File: config.mk
export PLATFORM = sky130hd
export DESIGN_NAME = agp32_mem_bridge
export DESIGN_NICKNAME = d
export VERILOG_FILES = /design/src/rtl/agp32_mem_bridge.sv
export SDC_FILE = /design/constraint.sdc
export NUM_CORES = 1
export LEC_CHECK = 0
export CAP_MARGIN = 20
export CORE_MARGIN = 2
export CORE_UTILIZATION = 30
export DETAILED_ROUTE_END_ITERATION = 12
export MAX_ROUTING_LAYER = met4
export SLEW_MARGIN = 20
export SYNTH_ARGS = -nofsm -noshare
export SYNTH_HDL_FRONTEND = slang
export SYNTH_SLANG_ARGS = --single-unit
File: constraint.sdc
create_clock -name clk -period 17.48 [get_ports clk]
set_clock_uncertainty 0.05 [all_clocks]
set_input_delay 3.496 -clock clk [delete_from_list [all_inputs] [get_ports clk]]
set_output_delay 3.496 -clock clk [all_outputs]
set_load 0.005 [all_outputs]
File: src/rtl/agp32_mem_bridge.sv
// Registered bridge between the agp32 processor memory port and the memory subsystem.
// Handles one request at a time, with address alignment, a response timeout and error counting.
module agp32_mem_bridge #(
  parameter int unsigned ADDR_W         = 32,
  parameter int unsigned DATA_W         = 32,
  parameter int unsigned ALIGN_BITS     = 2,
  parameter int unsigned STRICT_ALIGN   = 1,
  parameter int unsigned TIMEOUT_CYCLES = 255,
  parameter int unsigned ERRCNT_W       = 8
) (
  input  logic                  clk,
  input  logic                  rst,
  input  logic [2:0]            cpu_command,
  input  logic [ADDR_W-1:0]     cpu_inst_addr,
  input  logic [ADDR_W-1:0]     cpu_data_addr,
  input  logic [DATA_W-1:0]     cpu_wdata,
  input  logic [DATA_W/8-1:0]   cpu_wstrb,
  output logic                  cpu_ready,
  output logic [1:0]            cpu_error,
  output logic [DATA_W-1:0]     cpu_inst_rdata,
  output logic [DATA_W-1:0]     cpu_data_rdata,
  output logic                  mem_req_valid,
  input  logic                  mem_req_accept,
  output logic [2:0]            mem_command,
  output logic [ADDR_W-1:0]     mem_inst_addr,
  output logic [ADDR_W-1:0]     mem_data_addr,
  output logic [DATA_W-1:0]     mem_wdata,
  output logic [DATA_W/8-1:0]   mem_wstrb,
  input  logic                  mem_resp_valid,
  input  logic                  mem_resp_error,
  input  logic [DATA_W-1:0]     mem_inst_rdata,
  input  logic [DATA_W-1:0]     mem_data_rdata,
  output logic [ERRCNT_W-1:0]   err_count
);

  localparam int unsigned StrbW  = DATA_W / 8;
  localparam int unsigned TimerW = (TIMEOUT_CYCLES > 1) ? $clog2(TIMEOUT_CYCLES) : 1;
  localparam logic [TimerW-1:0] TimerLast = TimerW'(TIMEOUT_CYCLES - 1);
  localparam logic [ADDR_W-1:0] LsbMask   = (ADDR_W'(1) << ALIGN_BITS) - ADDR_W'(1);

  typedef enum logic [1:0] {StIdle, StIssue, StWait, StDone} state_e;

  state_e              state_q, state_d;
  logic [2:0]          cmd_q, cmd_d;
  logic [ADDR_W-1:0]   iaddr_q, iaddr_d;
  logic [ADDR_W-1:0]   daddr_q, daddr_d;
  logic [DATA_W-1:0]   wdata_q, wdata_d;
  logic [StrbW-1:0]    wstrb_q, wstrb_d;
  logic [1:0]          error_q, error_d;
  logic [DATA_W-1:0]   inst_q, inst_d;
  logic [DATA_W-1:0]   data_q, data_d;
  logic [ERRCNT_W-1:0] errcnt_q, errcnt_d;
  logic [TimerW-1:0]   timer_q, timer_d;

  logic cmd_valid, cmd_write, misaligned, want_inst, want_data;

  assign cmd_valid  = (cpu_command >= 3'd1) && (cpu_command <= 3'd5);
  assign cmd_write  = (cpu_command == 3'd3) || (cpu_command == 3'd5);
  assign misaligned = (STRICT_ALIGN != 0) && cmd_write && ((cpu_data_addr & LsbMask) != '0);
  assign want_inst  = (cmd_q == 3'd1) || (cmd_q == 3'd4) || (cmd_q == 3'd5);
  assign want_data  = (cmd_q == 3'd2) || (cmd_q == 3'd4);

  always_comb begin
    state_d  = state_q;
    cmd_d    = cmd_q;
    iaddr_d  = iaddr_q;
    daddr_d  = daddr_q;
    wdata_d  = wdata_q;
    wstrb_d  = wstrb_q;
    error_d  = error_q;
    inst_d   = inst_q;
    data_d   = data_q;
    errcnt_d = errcnt_q;
    timer_d  = timer_q;
    case (state_q)
      StIdle: begin
        if (cmd_valid) begin
          cmd_d   = cpu_command;
          iaddr_d = cpu_inst_addr & ~LsbMask;
          daddr_d = cpu_data_addr & ~LsbMask;
          wdata_d = cpu_wdata;
          wstrb_d = cpu_wstrb;
          // Misaligned writes complete immediately without touching memory.
          if (misaligned) begin
            error_d = 2'b11;
            state_d = StDone;
          end else begin
            error_d = 2'b00;
            state_d = StIssue;
          end
        end
      end
      StIssue: begin
        if (mem_req_accept) begin
          timer_d = '0;
          state_d = StWait;
        end
      end
      StWait: begin
        timer_d = timer_q + 1'b1;
        // A response on the timeout edge still counts as a normal completion.
        if (mem_resp_valid) begin
          if (want_inst) inst_d = mem_inst_rdata;
          if (want_data) data_d = mem_data_rdata;
          error_d = mem_resp_error ? 2'b01 : 2'b00;
          state_d = StDone;
        end else if ((TIMEOUT_CYCLES != 0) && (timer_q == TimerLast)) begin
          error_d = 2'b10;
          state_d = StDone;
        end
      end
      StDone: begin
        if ((error_q != 2'b00) && (errcnt_q != '1)) errcnt_d = errcnt_q + 1'b1;
        state_d = StIdle;
      end
      default: state_d = StIdle;
    endcase
  end

  always_ff @(posedge clk or posedge rst) begin
    if (rst) begin
      state_q  <= StIdle;
      cmd_q    <= '0;
      iaddr_q  <= '0;
      daddr_q  <= '0;
      wdata_q  <= '0;
      wstrb_q  <= '0;
      error_q  <= '0;
      inst_q   <= '0;
      data_q   <= '0;
      errcnt_q <= '0;
      timer_q  <= '0;
    end else begin
      state_q  <= state_d;
      cmd_q    <= cmd_d;
      iaddr_q  <= iaddr_d;
      daddr_q  <= daddr_d;
      wdata_q  <= wdata_d;
      wstrb_q  <= wstrb_d;
      error_q  <= error_d;
      inst_q   <= inst_d;
      data_q   <= data_d;
      errcnt_q <= errcnt_d;
      timer_q  <= timer_d;
    end
  end

  assign cpu_ready      = (state_q == StIdle);
  assign mem_req_valid  = (state_q == StIssue);
  assign cpu_error      = error_q;
  assign cpu_inst_rdata = inst_q;
  assign cpu_data_rdata = data_q;
  assign mem_command    = cmd_q;
  assign mem_inst_addr  = iaddr_q;
  assign mem_data_addr  = daddr_q;
  assign mem_wdata      = wdata_q;
  assign mem_wstrb      = wstrb_q;
  assign err_count      = errcnt_q;

endmodule

==> metrics.md <==
| Metric | Value |
|---|---|
| Sink Count | ~180 |
| Adder-cell share of the synthesized area | approximately 1.2% |
| Root buffer cell | clkbuf_16 |
| Mux share of post-synthesis cell area | a little over a quarter |
| Initial core utilization | a little over 30% |
| Num CTS Buffers | 17 |
| Pint | between 1000 and 1500 µW |
| Logic pwr share | a little over two fifths |
| # setup viols final | 0 |
| # IOs | about 350 |
| Critical Setup Path Class | input pin to flop |
| Switching power | ~570 µW |
| Simple-gate area share of the yosys netlist | ~3.2% |
| H-tree levels | 4 |
| Flop pwr share | a little under two fifths |
| Status | complete, no violations |
| Arrival time worst endpoint | approximately 6000 ps |
| Post-synthesis compound-gate area fraction | 1.78% |
| Congestion Overflow GR | 0 |
| Min Tclk post-route | around 5600 ps |
| Async set or reset register ratio after synthesis | 100% |
| CTS tree | built |
| CTS hold repair buffers | 0 |
| Final period util | ~32% |
| Clock network power share | 19.6% |
| Vias in the first global route | ~5600 |
| Layout Nets | 990 |
| DRT Pass-1 Iters | 4 |
| DRC viols | 0 |
| Max cap viols | 0 |
| Initial antenna violation count | 0 |
| IO buf count | roughly 340 |
| Cell Rows | 56 |
| Initial detailed-routing violation count | 156 |
| Slew of the pin with the lowest slew margin | approximately 930 ps |
| Vias per std cell | about 4.4 |
| Syn_area_per_cell | 15.5 µm² |
| Area delta synth->final | 61.0% |
| Leak | a little under 0.005 µW |
| Largest net degree at the start of global routing | approximately 120 |
| Post-CTS sizing | 0 |
| YS warnings | 0 |
| Critical Path Source Type | input pin |
| Post-synth cell types | 35 |
| Post-CTS Setup Bufs | 0 |
| Switch share | just under 30% |
| Synth Cell Area | approximately 0.0072 mm² |
| Diodes inserted | 0 |
| Post-DP Area | 0.0110 mm² |
| Relative slew margins | between 30 and 40% |
| RSZ-0062 raised after global routing | false |
| Final hold viol count | 0 |
| First-pass GRT wire length | just over 30000 µm |
| Share of layout cells above drive strength 1 | between 20% and 30% |
| Gpl congestion | 0.836 |
| WP data required | 17750 ps |
| TNS Setup | 0 ps |
| Die height | around 160 µm |
| Post-synth EDFFs | 0 |
| Gate count after technology mapping | approximately 460 |
| #FFs+latches synth | roughly 180 |
| Final slew viol count | 0 |
| Die width | 159 µm |
| Antenna Nets Post-Route | 0 |
| CP Capture Type | flop |
| PD cells | 172 mW/mm² |
| Peak VDD IR | approximately 0.000068 V |
| Synth Area in XOR/XNOR | 1.22% |
| Via Count | about 5000 |
| Clk Latency, worst-skew pair | ~430 ps |
| WL per Instance | between 15 and 20 µm |
| CORE AREA | about 0.023 mm² |
| Routed wire length | 19500 µm |
| Clock tree buffer depth | 2 |
| Top_reg_cell synth | dfrtp_1 |
| Design area | 0.0116 mm² |
| Largest family of logic cells by synthesized area | multiplexers |
| Post-detail-place hpwl | between 10000 and 15000 µm |
| CP Max Fanout | 74 |
| Die area | 0.0252 mm² |
| Total Routing Usage GR | between 10% and 20% |
| Register area share after synthesis | 63.7% |
| Min-delay worst type | flop to flop |
| Peak Freq | between 0.15 and 0.2 GHz |
| Worst-path clk slew | around 70 ps |
[worst max-delay path: stages]
cell             delay [ps]
clkdlybuf4s50_1         460
nor3_1                  240
nor2_1                  110
nand2_4                 310
buf_4                   800
mux2_2                  420
[metrics by stage]
step / hold slack, ps / worst slack (ps) / power [µW] / utilization, % / instances
3_3_place_gp: 417 / 11400 / 1590 / 46.7 / 1111
3_5_place_dp: 428 / 11350 / 1620 / 46.7 / 1111
2_1_floorplan: 418 / 8960 / 1080 / - / 466
5_1_grt: 461 / 11620 / 2110 / 49.3 / 1143
4_1_cts: 446 / 11800 / 2020 / 49.3 / 1143
6_report: 442 / 11840 / 1990 / 49.3 / 1143
[synth_stat cells, types with 2 or more instances]
library cell  count  area [µm²]
mux2_2          160        1800
mux2_1            7        78.8
nor3_2            2        20.0
o21ai_0           6        30.0
xnor2_1           4        35.0
mux2i_1           3        30.0
nor2b_1           2        12.5
nor2_1            8        30.0
nand2_1           9        33.8
a21o_1            2        15.0
dfrtp_1         183        4580
a22o_1            2        17.5
nor3_1            7        35.0
ha_1              7        87.6
inv_1             7        26.3
nand4_1           2        12.5
buf_4             8        60.1
nand3_1          11        55.1
buf_2            12        60.1
xor2_1            6        52.6
[registers in the layout, indices dropped and copies added (netlist names)]
signal / cells
err_count: 8
mem_inst_addr: 30
cpu_data_rdata: 32
cpu_inst_rdata: 32
timer_q: 8
state_q: 2
cpu_error: 2
mem_command: 3
mem_data_addr: 30
mem_wdata: 32
mem_wstrb: 4
[cell families after synthesis]
kind of cell | count (synthesis)
AO/OA/AOI/OAI | 18
buffers and inverters | 29
flip-flops | 183
AND/OR/NAND/NOR | 45
XOR/XNOR | 10
adder cells (fa/ha/maj) | 7
multiplexers | 170
other | 1
[final cells by class]
type | instances | area, µm²
Clock buffer | 18 | 439
Clock inverter | 14 | 165
Fill cell | 2068 | 11900
Inverter | 7 | 33.8
Multi-Input combinational cell | 254 | 2470
Sequential cell | 183 | 4580
Tap cell | 319 | 399
Timing Repair Buffer | 348 | 3470
[power groups by stage]
stage | combinational [µW] | sequential, µW | clock [µW]
floorplan | 327 | 754 | 0
global placement | 850 | 741 | 0
detailed placement | 867 | 752 | 0
CTS | 870 | 746 | 403
global route | 915 | 773 | 422
finish | 853 | 744 | 389
[path summary, 6_finish.rpt]
path / from / endpoint / slack [ps] / cells after the start
max in group asynchronous: rst / timer_q[3] / 12350 / 3
max reg2reg: state_q[0] / mem_wdata[24] / 14940 / 5
min: cpu_data_rdata[25] / cpu_data_rdata[25] / 440 / 1
max: cpu_command[2] / mem_wdata[24] / 11840 / 6
min reg2reg: cpu_data_rdata[25] / cpu_data_rdata[25] / 440 / 1
min in group asynchronous: rst / cpu_inst_rdata[9] / 3560 / 2
[layer usage]
metal	routed length [µm]	vias up	global-route usage [%]
met3	1420	37	4.89
met1	7870	2470	18.0
li1	-	2315	-
met4	597	0	7.30
met5	0	-	-
met2	9630	235	27.0
[layout by cell type, fill, tap and decap left out, types with 3 or more instances in the layout]
| cell | count |
|---|---|
| inv_1 | 6 |
| nor2_1 | 8 |
| clkbuf_16 | 17 |
| clkinv_8 | 3 |
| buf_4 | 4 |
| inv_6 | 3 |
| clkinv_4 | 5 |
| clkdlybuf4s50_1 | 344 |
| mux2_1 | 7 |
| conb_1 | 4 |
| mux2i_1 | 3 |
| o21ai_0 | 6 |
| xnor2_1 | 4 |
| nor3_1 | 7 |
| ha_1 | 7 |
| xor2_1 | 6 |
| nand3_1 | 11 |
| nand2_1 | 8 |
| mux2_2 | 160 |
| dfrtp_1 | 183 |
No activity file was read; power rests on OpenSTA's default activity.
